`config.mk`:
```
export PLATFORM = sky130hd
export DESIGN_NAME = timer_bank_flat
export DESIGN_NICKNAME = d
export VERILOG_FILES = /design/src/rtl/timer_bank_if.sv /design/src/rtl/timer_bank.sv /design/src/flat_wrapper.sv
export SDC_FILE = /design/constraint.sdc
export NUM_CORES = 1
export LEC_CHECK = 0
export CAP_MARGIN = 25
export CORE_MARGIN = 2
export CORE_UTILIZATION = 64
export CTS_CLUSTER_DIAMETER = 200
export DETAILED_ROUTE_END_ITERATION = 6
export DONT_BUFFER_PORTS = 1
export GPL_TIMING_DRIVEN = 0
export HOLD_SLACK_MARGIN = 0.06
export PLACE_DENSITY = 0.8
export REMOVE_ABC_BUFFERS = 1
export SLEW_MARGIN = 20
export SYNTH_ARGS = -nofsm -noshare
export SYNTH_HDL_FRONTEND = slang
export SYNTH_SLANG_ARGS = --single-unit
```
`constraint.sdc`:
```
create_clock -name tclk_i -period 3.71 [get_ports tclk_i]
set_input_delay 0.742 -clock tclk_i [delete_from_list [all_inputs] [get_ports tclk_i]]
set_output_delay 0.742 -clock tclk_i [all_outputs]
set_load 0.01 [all_outputs]
```
`src/rtl/timer_bank_if.sv`:
```
// timer_bank_if: control/status bundle for the timer bank.
//   ct, en, periodic : per-channel restart, count enable and auto-reload mode
//   load_val         : per-channel reload value, channel i at [i*WIDTH +: WIDTH]
//   t                : one-cycle expiry pulse per channel
//   done             : sticky expiry flag per channel
//   count            : current per-channel count, same packing as load_val
// master = the controller driving the timers, slave = timer_bank.
interface timer_bank_if #(
  parameter int WIDTH    = 11,
  parameter int CHANNELS = 4
);
  logic [CHANNELS-1:0]       ct;
  logic [CHANNELS-1:0]       en;
  logic [CHANNELS-1:0]       periodic;
  logic [CHANNELS*WIDTH-1:0] load_val;
  logic [CHANNELS-1:0]       t;
  logic [CHANNELS-1:0]       done;
  logic [CHANNELS*WIDTH-1:0] count;

  modport master (output ct, en, periodic, load_val, input  t, done, count);
  modport slave  (input  ct, en, periodic, load_val, output t, done, count);
endinterface

```
`src/rtl/timer_bank.sv`:
```
// timer_bank: CHANNELS independent countdown timers sharing one tick prescaler.
//   tclk_i : clock, rising edge
//   rst_i  : synchronous active-high reset
//   bus    : timer_bank_if slave (ct/en/periodic/load_val in, t/done/count out)
// A channel loaded with L expires every L+1 ticks; tick fires once every
// PRESCALE cycles (every cycle for PRESCALE=1).

// One timer channel: IDLE -> RUN on ct; RUN expires at count==0 and either
// reloads (periodic) or parks in DONE.
module timer_bank_ch #(
  parameter int               WIDTH   = 11,
  parameter logic [WIDTH-1:0] RST_CNT = '0
) (
  input  logic             clk_i,
  input  logic             rst_i,
  input  logic             tick_i,
  input  logic             ct_i,
  input  logic             en_i,
  input  logic             periodic_i,
  input  logic [WIDTH-1:0] load_val_i,
  output logic             t_o,
  output logic             done_o,
  output logic [WIDTH-1:0] count_o
);
  typedef enum logic [1:0] {S_IDLE, S_RUN, S_DONE} state_t;

  state_t           state_q, state_d;
  logic [WIDTH-1:0] count_q, count_d;
  logic             t_q, t_d, done_q, done_d;

  always_ff @(posedge clk_i) begin
    if (rst_i) begin
      state_q <= S_IDLE;
      count_q <= RST_CNT;
      t_q     <= 1'b0;
      done_q  <= 1'b0;
    end else begin
      state_q <= state_d;
      count_q <= count_d;
      t_q     <= t_d;
      done_q  <= done_d;
    end
  end

  always_comb begin
    state_d = state_q;
    count_d = count_q;
    t_d     = 1'b0;
    done_d  = done_q;
    if (ct_i) begin
      // Restart wins over a same-edge expiry, so that pulse is swallowed.
      state_d = S_RUN;
      count_d = load_val_i;
      done_d  = 1'b0;
    end else begin
      unique case (state_q)
        S_RUN: begin
          if (tick_i && en_i) begin
            if (count_q != '0) begin
              count_d = count_q - 1'b1;
            end else begin
              t_d    = 1'b1;
              done_d = 1'b1;
              // The reload edge is the first tick of the next period.
              if (periodic_i) count_d = load_val_i;
              else            state_d = S_DONE;
            end
          end
        end
        default: ;  // IDLE and DONE hold until ct
      endcase
    end
  end

  assign t_o     = t_q;
  assign done_o  = done_q;
  assign count_o = count_q;
endmodule

module timer_bank #(
  parameter int WIDTH          = 11,
  parameter int CHANNELS       = 4,
  parameter int RELOAD_DEFAULT = 1800,
  parameter int PRESCALE       = 1
) (
  input  logic         tclk_i,
  input  logic         rst_i,
  timer_bank_if.slave  bus
);
  localparam logic [WIDTH-1:0] RST_CNT = WIDTH'(RELOAD_DEFAULT);
  localparam logic [15:0]      PS_MAX  = 16'(PRESCALE - 1);

  // Free-running prescaler; only rst realigns it, ct does not.
  logic [15:0] psc_q, psc_d;
  logic        tick;

  assign tick  = (psc_q == PS_MAX);
  assign psc_d = tick ? 16'd0 : psc_q + 16'd1;

  always_ff @(posedge tclk_i) begin
    if (rst_i) psc_q <= 16'd0;
    else       psc_q <= psc_d;
  end

  logic [CHANNELS-1:0][WIDTH-1:0] load_w, count_w;
  logic [CHANNELS-1:0]            t_w, done_w;

  assign load_w    = bus.load_val;
  assign bus.count = count_w;
  assign bus.t     = t_w;
  assign bus.done  = done_w;

  for (genvar g = 0; g < CHANNELS; g++) begin : g_ch
    timer_bank_ch #(.WIDTH(WIDTH), .RST_CNT(RST_CNT)) u_ch (
      .clk_i      (tclk_i),
      .rst_i      (rst_i),
      .tick_i     (tick),
      .ct_i       (bus.ct[g]),
      .en_i       (bus.en[g]),
      .periodic_i (bus.periodic[g]),
      .load_val_i (load_w[g]),
      .t_o        (t_w[g]),
      .done_o     (done_w[g]),
      .count_o    (count_w[g])
    );
  end
endmodule

```
`src/flat_wrapper.sv`:
```
// flat-port wrapper written by rule: the top's interface ports become plain ports
module timer_bank_flat 
#(
  parameter int WIDTH          = 11,
  parameter int CHANNELS       = 4,
  parameter int RELOAD_DEFAULT = 1800,
  parameter int PRESCALE       = 1
)
  (tclk_i, rst_i, bus_ct, bus_en, bus_periodic, bus_load_val, bus_t, bus_done, bus_count);
  timer_bank_if #(.WIDTH(WIDTH), .CHANNELS(CHANNELS)) bus_i ();
  input  logic tclk_i;
  input  logic rst_i;
  input wire logic [$bits(bus_i.ct)-1:0] bus_ct;
  input wire logic [$bits(bus_i.en)-1:0] bus_en;
  input wire logic [$bits(bus_i.periodic)-1:0] bus_periodic;
  input wire logic [$bits(bus_i.load_val)-1:0] bus_load_val;
  output wire logic [$bits(bus_i.t)-1:0] bus_t;
  output wire logic [$bits(bus_i.done)-1:0] bus_done;
  output wire logic [$bits(bus_i.count)-1:0] bus_count;
  assign bus_i.ct = bus_ct;
  assign bus_i.en = bus_en;
  assign bus_i.periodic = bus_periodic;
  assign bus_i.load_val = bus_load_val;
  assign bus_t = bus_i.t;
  assign bus_done = bus_i.done;
  assign bus_count = bus_i.count;
  timer_bank #(.WIDTH(WIDTH), .CHANNELS(CHANNELS), .RELOAD_DEFAULT(RELOAD_DEFAULT), .PRESCALE(PRESCALE)) u_core (.tclk_i(tclk_i), .rst_i(rst_i), .bus(bus_i));
endmodule
```
## Word level (Yosys, flattened, before mapping)

Cells that the tools add are included.

- Input port bits: 58
- Logic and storage cells: 144
- Register bits after elaboration: 76

- $add $sub $neg: 5
- Bitwise operators: 16
- Equality and inequality tests: 12
- Mux-type cells: 44
- Reduce and logical (&&, ||, !) cells: 46

Operators with widths:

| operator | number |
|---|---|
| $mux W11 | 20 |
| $reduce_bool A11 Y1 | 4 |
| $sub A11 B1 Y11 const B | 4 |
| $reduce_and A4 Y1 | 8 |
| $mux W1 | 24 |
| $reduce_and A3 Y1 | 8 |
| $add A16 B1 Y16 const B | 1 |
| $logic_not A16 Y1 | 1 |
| $ne A2 B2 Y1 const B | 8 |
| $not A1 Y1 | 16 |
| $reduce_bool A2 Y1 | 8 |
| $reduce_or A4 Y1 | 4 |
| $reduce_bool A3 Y1 | 4 |
| $reduce_or A2 Y1 | 5 |
| $eq A2 B1 Y1 const B | 4 |
| $logic_and A1 B1 Y1 | 4 |

## Depth between registers and ports, before layout

Gate-level depths: netlist (run 1).

- Word-level depth: 5
- Gate-level depth with buffers: 8
- Depth with buffers taken out: 7

## Cells and area by module

Synthesis (run 1) repeated with hierarchy kept, for this count alone.

- Cell total of the unflattened synthesis: 542
- Area total of the unflattened synthesis: 4,710.8 um^2

Modules (own cells, without submodules):

| module | times used | cells an instance | area an instance (um^2) |
|---|---|---|---|
| timer_bank_ch | 4 | 114 | 988.4 |
| timer_bank | 1 | 86 | 757.0 |

## Least setup slack after synthesis (run 1)

OpenSTA, ideal clock, no wires.

- Kind: register to register
- From: register u_core.g_ch[2].u_ch.count_q[0]
- To: register u_core.g_ch[2].u_ch.count_q[4]
- Library setup time: 0.135 ns
- Required time: 3.575 ns
- Path buffers: 0
- Data arrival time: 1.846 ns
- Stages on the path, launching flop included: 8
- Setup slack: 1.729 ns
- Path through: dfxtp_1 inv_1 ha_1 nor4b_2 a31oi_2 mux2i_1 a2bb2oi_1 a311oi_2

- Word-level cells in the longest chain between the ends: 5
- Elaborated cells on any way between the ends: 8
- Those cells by class: add/sub (1); mux (4); reduce/logical (3)

Ends and longest elaborated chain:

| item | line | source |
|---|---|---|
| start, declared | timer_bank.sv:28 | `logic [WIDTH-1:0] count_q, count_d;` |
| start signal, assigned | timer_bank.sv:39 | `count_q <= count_d;` |
| $sub A11 B1 Y11 / $reduce_bool A11 Y1 (equally long branches) | timer_bank.sv:60, timer_bank.sv:59 |  |
| $mux W11 | timer_bank.sv:59 | `if (count_q != '0) begin` |
| $mux W11 | timer_bank.sv:58 | `if (tick_i && en_i) begin` |
| $mux W11 | timer_bank.sv:56 | `unique case (state_q)` |
| $mux W11 | timer_bank.sv:50 | `if (ct_i) begin` |

Parallel ways exist; a longest one is shown, timed or not. The select of a mux whose other input is x is not followed.
A chain may end at the register's enable or synchronous reset.

## Final worst setup path (run 1)

- From: register u_core.psc_q[0]
- To: register u_core.g_ch[3].u_ch.count_q[0]

- Word-level cells in the longest chain between the ends: 4

Ends and longest elaborated chain:

| item | line | source |
|---|---|---|
| start, declared | timer_bank.sv:94 | `logic [15:0] psc_q, psc_d;` |
| start signal, assigned | timer_bank.sv:102 | `else psc_q <= psc_d;` |
| $logic_not A16 Y1 | timer_bank.sv:97 | `assign tick = (psc_q == PS_MAX);` |
| $logic_and A1 B1 Y1 | timer_bank.sv:58 |  |
| $reduce_bool A2 Y1 (no source line) | n/a |  |
| $reduce_and A3 Y1 (no source line) | n/a |  |
| end signal, assigned | timer_bank.sv:39 |  |
| end, declared | timer_bank.sv:28 |  |

No other way between the ends.

==> impl_metrics.ini, run 1 <==
[worst_setup_path]
rr_startpoint = u_core.psc_q[0]
cp-startpoint = u_core.psc_q[0]
required_ns = 4.01
slowest_delay_ns = 0.74
path_cells = inv_1 > ha_1 > nor4b_2 > nand4_1 > buf_6 > o31ai_2 > o21ai_0 > a21oi_1
path_class = reg -> reg
critPathSlowestCell = o31ai_2
critPathLaunchType = flop
crit_arrival_ns = 3.18
worstSetupEndpointType = flop
worstPathMaxFanout = 13

[logic_synthesis]
synth_flop_cell = dfxtp_1
synth_edf_count = 0
ys_seq_elements = 76
async_flop_share_pct = 0
seq_area_frac_synth_pct = 31.58
synth.distinct_cells = 75
synth_area_mm2 = 0.004817
syn-instance-count = 602
synthTopCellsByArea = dfxtp_1 32%, nor2_1 4.2%, o21ai_0 3.7%, a21oi_1 3.5%, nand3_1 3.2%
synth_top_area_share_pct = 31.58
synth_area_leader_cell = dfxtp_1
yosysWarnings = 0
postSynthAreaPerCell_um2 = 8.002

[floorplan]
die-height_um = 90.76
ios = 110
rows = 31
die-area_mm2 = 0.008236
initial_core_util_pct = 66.41
die_w_um = 90.76
coreArea_mm2 = 0.007253

[finish]
layout.nets = 647
antenna_cells = 0
drive_gt1_share_pct = 7.877
final_cells = 683
synthToLayoutAreaGrowth_pct = 4.909
regArea_mm2 = 0.001521
nFillCells = 602
multiInputGateArea_mm2 = 0.003009

[route]
wl_um = 12720
via_per_inst = 6.914
dr_total_vias = 4722
wl_per_cell_um = 18.63
firstDrtPassIters = 5
drt_iter0_markers = 246
drc_errors = 0
drtAntennaViolNets = 0

[placement]
place_congestion = 0.9271
portBuffers = 0
place_hpwl_um = 8771
place_ws_ns = 0.6185
dp.cells = 666

[timing]
finalSetupViolCount = 0
skew_ns = 0.01284
maxSlewViolCount = 0
fmax_mhz = 347.9
worst_slew_pin_slew_ns = 0.8313
fin_crit_sh_pct = 77.48
maxSlewHeadroom_pct = 44.25
period_minus_slack_ns = 2.875
hold_viol = 0
fin_setup_tns_ns = 0
rsz0062_at_grt = false
final.setup.worst_slack_ns = 0.8355

[global_route]
globalRouteMet2Util_pct = 52.86
grt-ovfl-total = 0
grt_pass1_vias = 4545
use_met1_pct = 36.60
grt_start_max_net_pins = 57
track_usage_pct = 30.55
grt_pass1_wl_um = 21210
grt.busiest_layer = met2
gr-usage-met3_pct = 7.429
antenna_found_initial = 0

[cts]
clkTransAtPathRegs_ns = 0.09
clock-sinks = 76
cts_hold_buf = 0
cts_inserted_buffers = 9
cts-root-buf = clkbuf_8
clk_latency_ns = 0.36
post-cts-setup-buffers = 0
cts_buffer_depth = 2
cts_tree = yes
h-tree-depth = 3
ctsResizeCount = 0

[power_and_ir_drop]
p_leak_nw = 1.724
p_per_area_mw_per_mm2 = 404.5
vdd_drop_max_mv = 0.2030

[hold_path]
hp-class = in -> reg
hold_path_startpoint = rst_i

[run]
drv_cap = 0

[outcome]
status = finished, final reports clean
## area by class of cell
cell class | count | share of cell area [%]
sequential | 76 | 30.11
tap | 99 | 2.451
multi-input combinational | 459 | 59.54
clock inverter | 6 | 2.699
timing repair buffer | 2 | 0.3714
inverter | 31 | 2.303
clock buffer | 10 | 2.525
## routing by layer
layer / vias to the layer above / part of all wire [%]
met2: 248 / 48
met1: 2223 / 40
li1: 2218 / -
met4: 0 / 2.2
met5: - / 0
met3: 33 / 9.7
## Yosys cell counts, types with 5 or more instances
cell,count
a211oi_1,9
nand3b_1,5
a21oi_1,34
xor2_1,10
o31ai_1,9
clkbuf_1,22
nand4_1,6
inv_1,31
nor2_1,54
dfxtp_1,76
o21ai_1,5
nor2b_1,8
o211ai_1,12
or4_1,14
nand2_1,35
nor4_1,12
o21a_1,7
a211o_1,6
nor3_1,28
nor4_2,7
nand3_1,31
buf_4,9
a31oi_1,8
a21o_1,8
nand2b_1,6
ha_1,10
mux2i_1,10
o21ai_0,36
## power breakdown
group,leakage (nW),internal (W),switching [W]
clock,0.127,0.000516,0.000328
combinational,0.976,0.000113,0.000161
sequential,0.621,0.000850,0.0000761
total,1.72,0.00148,0.000565
## critical path: cells and delay by family, from the launching register on
family | cells | cell delay (ns)
flip-flops | 1 | 0.35
adder cells (fa/ha/maj) | 1 | 0.14
AND/OR/NAND/NOR | 2 | 0.76
AO/OA/AOI/OAI | 3 | 1.12
buffers and inverters | 2 | 0.43
## through the flow
step	hold WS (ns)	total power, W	util [%]	instance area (um2)
after floorplan	0.4318	0.001142	-	4636
after global placement	0.4395	0.001198	65.62	4760
after detailed placement	0.4447	0.001210	65.79	4772
after CTS	0.4389	0.002038	69.43	5036
after global routing	0.4307	0.002116	69.67	5054
final	0.4347	0.002044	69.67	5054
## flip-flops by register name, indices dropped and copies added (netlist names)
signal	count
u_core.psc_q	16
u_core.g_ch.u_ch.t_o	4
u_core.g_ch.u_ch.done_o	4
u_core.g_ch.u_ch.count_o	44
u_core.g_ch.u_ch.state_q	8
## worst paths after layout
path                            cells past startpoint  slack (ns)                              to
worst max-delay path                                8        0.84  u_core.g_ch[3].u_ch.count_o[0]
worst min-delay path                                1        0.43  u_core.g_ch[3].u_ch.count_o[2]
worst max register to register                      8        0.84  u_core.g_ch[3].u_ch.count_o[0]
worst min register to register                      1        0.46  u_core.g_ch[3].u_ch.state_q[1]
## kinds of logic (layout without fill, tap and decap cells)
group	Yosys count	count (layout)	synth area share [%]
buffers and inverters	67	49	6.182
muxes	12	12	2.546
DFF	76	76	31.58
xor gates and xnor gates	14	14	2.545
and+or+nand+nor	244	244	28.91
adders and majority gates	10	10	2.597
AOI/OAI and AO/OA	179	179	25.64
## cells in the final DEF (no fill, tap or decap), types with 4 or more instances in the layout
| cell type | instances |
|---|---|
| nor3_1 | 28 |
| o31ai_1 | 8 |
| nand2_1 | 35 |
| or2_2 | 4 |
| inv_1 | 31 |
| nand3b_1 | 5 |
| nor4_2 | 7 |
| nor2_1 | 54 |
| a31oi_1 | 7 |
| xor2_1 | 10 |
| and4_1 | 4 |
| dfxtp_1 | 76 |
| ha_1 | 10 |
| bufinv_16 | 4 |
| mux2i_1 | 10 |
| nand3_1 | 31 |
| a2111oi_0 | 4 |
| and2_1 | 4 |
| nor3b_1 | 4 |
| o21a_1 | 7 |
| nand2b_1 | 6 |
| xnor2_1 | 4 |
| a21oi_1 | 34 |
| nor4_1 | 12 |
| a21o_1 | 8 |
| a211oi_1 | 9 |
| o21ai_1 | 5 |
| a2bb2oi_1 | 4 |
| nand4_1 | 6 |
| o22ai_1 | 4 |
| or3_1 | 4 |
| or4_1 | 14 |
| a211o_1 | 6 |
| o211ai_1 | 12 |
| nor2b_1 | 8 |
| o21ai_0 | 36 |
| clkbuf_8 | 9 |
(Power assumes the default switching activity.)
==> inputs of run 2 (changes only) <==
--- a/config.mk
+++ b/config.mk
@@ -7,13 +7,13 @@
 export LEC_CHECK = 0
 export CAP_MARGIN = 25
 export CORE_MARGIN = 2
-export CORE_UTILIZATION = 64
+export CORE_UTILIZATION = 58
 export CTS_CLUSTER_DIAMETER = 200
 export DETAILED_ROUTE_END_ITERATION = 6
 export DONT_BUFFER_PORTS = 1
 export GPL_TIMING_DRIVEN = 0
 export HOLD_SLACK_MARGIN = 0.06
-export PLACE_DENSITY = 0.8
+export PLACE_DENSITY = 0.76
 export REMOVE_ABC_BUFFERS = 1
 export SLEW_MARGIN = 20
 export SYNTH_ARGS = -nofsm -noshare
==> constraint.sdc (replaced) <==
create_clock -name tclk_i -period 2.6 [get_ports tclk_i]
set_input_delay 0.52 -clock tclk_i [delete_from_list [all_inputs] [get_ports tclk_i]]
set_output_delay 0.52 -clock tclk_i [all_outputs]
set_load 0.01 [all_outputs]
==> run 2 against run 1 <==
Against the previous run: critical path depth down 1; non-clock buffer count unchanged; sequential power up 43%; critical path type unchanged; highest routed layer unchanged.
==> impl_metrics.ini, run 2 (synthesis results as in run 1) <==
[worst_setup_path]
slowest_delay_ns = 0.54
critPathLaunchType = flop
cp-startpoint = u_core.g_ch[2].u_ch.count_o[0]
worst-path-stages = 7
worstSetupEndpointType = flop
cp-endpoint = u_core.g_ch[2].u_ch.count_o[4]
rr_worst_depth = 7
worstPathMaxFanout = 10
worst-path-buf-inv = 1
r2r_setup_slack_ns = 0.25
required_ns = 2.83
path_cells = inv_1 > ha_1 > nor4b_2 > a31oi_2 > mux2i_1 > a2bb2oi_1 > a311oi_2
rr_startpoint = u_core.g_ch[2].u_ch.count_o[0]
r2r_end = u_core.g_ch[2].u_ch.count_o[4]
critPathSlowestCell = dfxtp_1
crit_family = compound AO/OA/AOI/OAI gates
path_class = reg -> reg
crit_arrival_ns = 2.58

[floorplan]
die-height_um = 95.14
rows = 33
ios = 110
coreArea_mm2 = 0.008134
die-area_mm2 = 0.009051
die_w_um = 95.14
initial_core_util_pct = 59.22

[timing]
period_minus_slack_ns = 2.354
fmax_mhz = 424.8
maxSlewHeadroom_pct = 50.18
fin_crit_sh_pct = 90.54
worst_slew_pin_slew_ns = 0.7404
maxSlewViolCount = 0
final.setup.worst_slack_ns = 0.2461
hold_viol = 0
finalSetupViolCount = 0
skew_ns = 0.01586
rsz0062_at_grt = false

[route]
drt_iter0_markers = 232
wl_um = 12530
via_per_inst = 6.684
dr_total_vias = 4605
firstDrtPassIters = 4
wl_per_cell_um = 18.18
drc_errors = 0
drtAntennaViolNets = 0

[power_and_ir_drop]
p_per_area_mw_per_mm2 = 544.8
p_leak_nw = 1.714
vdd_drop_max_mv = 0.3212

[global_route]
antenna_found_initial = 0
grt_pass1_wl_um = 20360
grt_start_max_net_pins = 57
grt_pass1_vias = 4350
grt-ovfl-total = 0
track_usage_pct = 27.85

[run]
drv_cap = 0

[placement]
place_ws_ns = -0.1685
place_congestion = 0.8875
place_hpwl_um = 8724
portBuffers = 0

[outcome]
status = finished, final reports clean

[cts]
clock-sinks = 76
h-tree-depth = 3
cts_tree = yes
cts_hold_buf = 0
cts-root-buf = clkbuf_8
clk_latency_ns = 0.35
cts_buffer_depth = 2
cts_inserted_buffers = 9
clkTransAtPathRegs_ns = 0.09

[finish]
final_util_pct = 61.96
mostFrequentLayoutCell = dfxtp_1
drive_gt1_share_pct = 7.877
largest_reg_flops = 44
final_cell_mix = 76 x dfxtp_1, 54 x nor2_1, 36 x o21ai_0, 35 x nand2_1, 34 x a21oi_1
antenna_cells = 0
layout.nets = 647
synthToLayoutAreaGrowth_pct = 4.623

[hold_path]
hp-class = in -> reg
run 2: changes by cell type in the layout (fill, tap and decap cells not counted):
| cell | previous run | this run |
|---|---|---|
| clkbuf_1 | 1 | 2 |
| clkinvlp_4 | 1 | 0 |
| a31oi_2 | 2 | 3 |
| o31ai_2 | 2 | 1 |
| clkbuf_8 | 9 | 11 |
| bufinv_16 | 4 | 2 |
| a31oi_1 | 7 | 6 |
| o31ai_4 | 1 | 2 |
run 2: layout make-up:
type | count | area (um2)
fill | 719 | 3094
multi-input combinational | 459 | 3024
sequential | 76 | 1521
clock buffer | 13 | 158.9
tap | 105 | 131.4
inverter | 31 | 116.4
clock inverter | 3 | 68.82
timing repair buffer | 2 | 18.77
run 2: timing repair:
action                     4_1_cts  5_1_grt
resized for setup                1        0
hold endpoints to repair         0        0
setup endpoints to repair       26        0
buffers inserted                 1        0
run 2: metal layers:
metal  part of all wire, %  global-route usage (%)
met2                    47                   46.19
met4                   1.6                   10.63
met1                    42                   34.95
met3                   9.4                   6.640
met5                     0                       0
run 2: how the worst min path moves through the flow:
stage                                               from                              to  cells past startpoint
after floorplan           u_core.g_ch[3].u_ch.state_q[1]  u_core.g_ch[3].u_ch.state_q[1]                      1
after global placement    u_core.g_ch[3].u_ch.state_q[1]  u_core.g_ch[3].u_ch.state_q[1]                      1
after detailed placement  u_core.g_ch[3].u_ch.state_q[1]  u_core.g_ch[3].u_ch.state_q[1]                      1
after CTS                                          rst_i  u_core.g_ch[2].u_ch.count_o[1]                      1
after global routing                           bus_ct[1]         u_core.g_ch[1].u_ch.t_o                      1
final                                          bus_ct[2]      u_core.g_ch[2].u_ch.done_o                      1
run 2: stage by stage:
| stage | cell area, um2 | hold WS, ns | setup TNS [ns] | cells | total power (W) |
|---|---|---|---|---|---|
| global route | 5040 | 0.2235 | 0 | 689 | 0.002870 |
| global placement | 4767 | 0.4456 | -18.11 | 671 | 0.001711 |
| finish | 5040 | 0.2408 | 0 | 689 | 0.002746 |
| detailed placement | 4790 | 0.4608 | -1.626 | 672 | 0.001727 |
| floorplan | 4636 | 0.4318 | 0 | 566 | 0.001629 |
| CTS | 5034 | 0.2231 | 0 | 689 | 0.002753 |
run 2: power breakdown:
part           switching, W  total, W  internal, W
sequential         0.000108   0.00132      0.00121
combinational      0.000229  0.000389     0.000160
clock              0.000438   0.00103     0.000597
total              0.000775   0.00275      0.00197
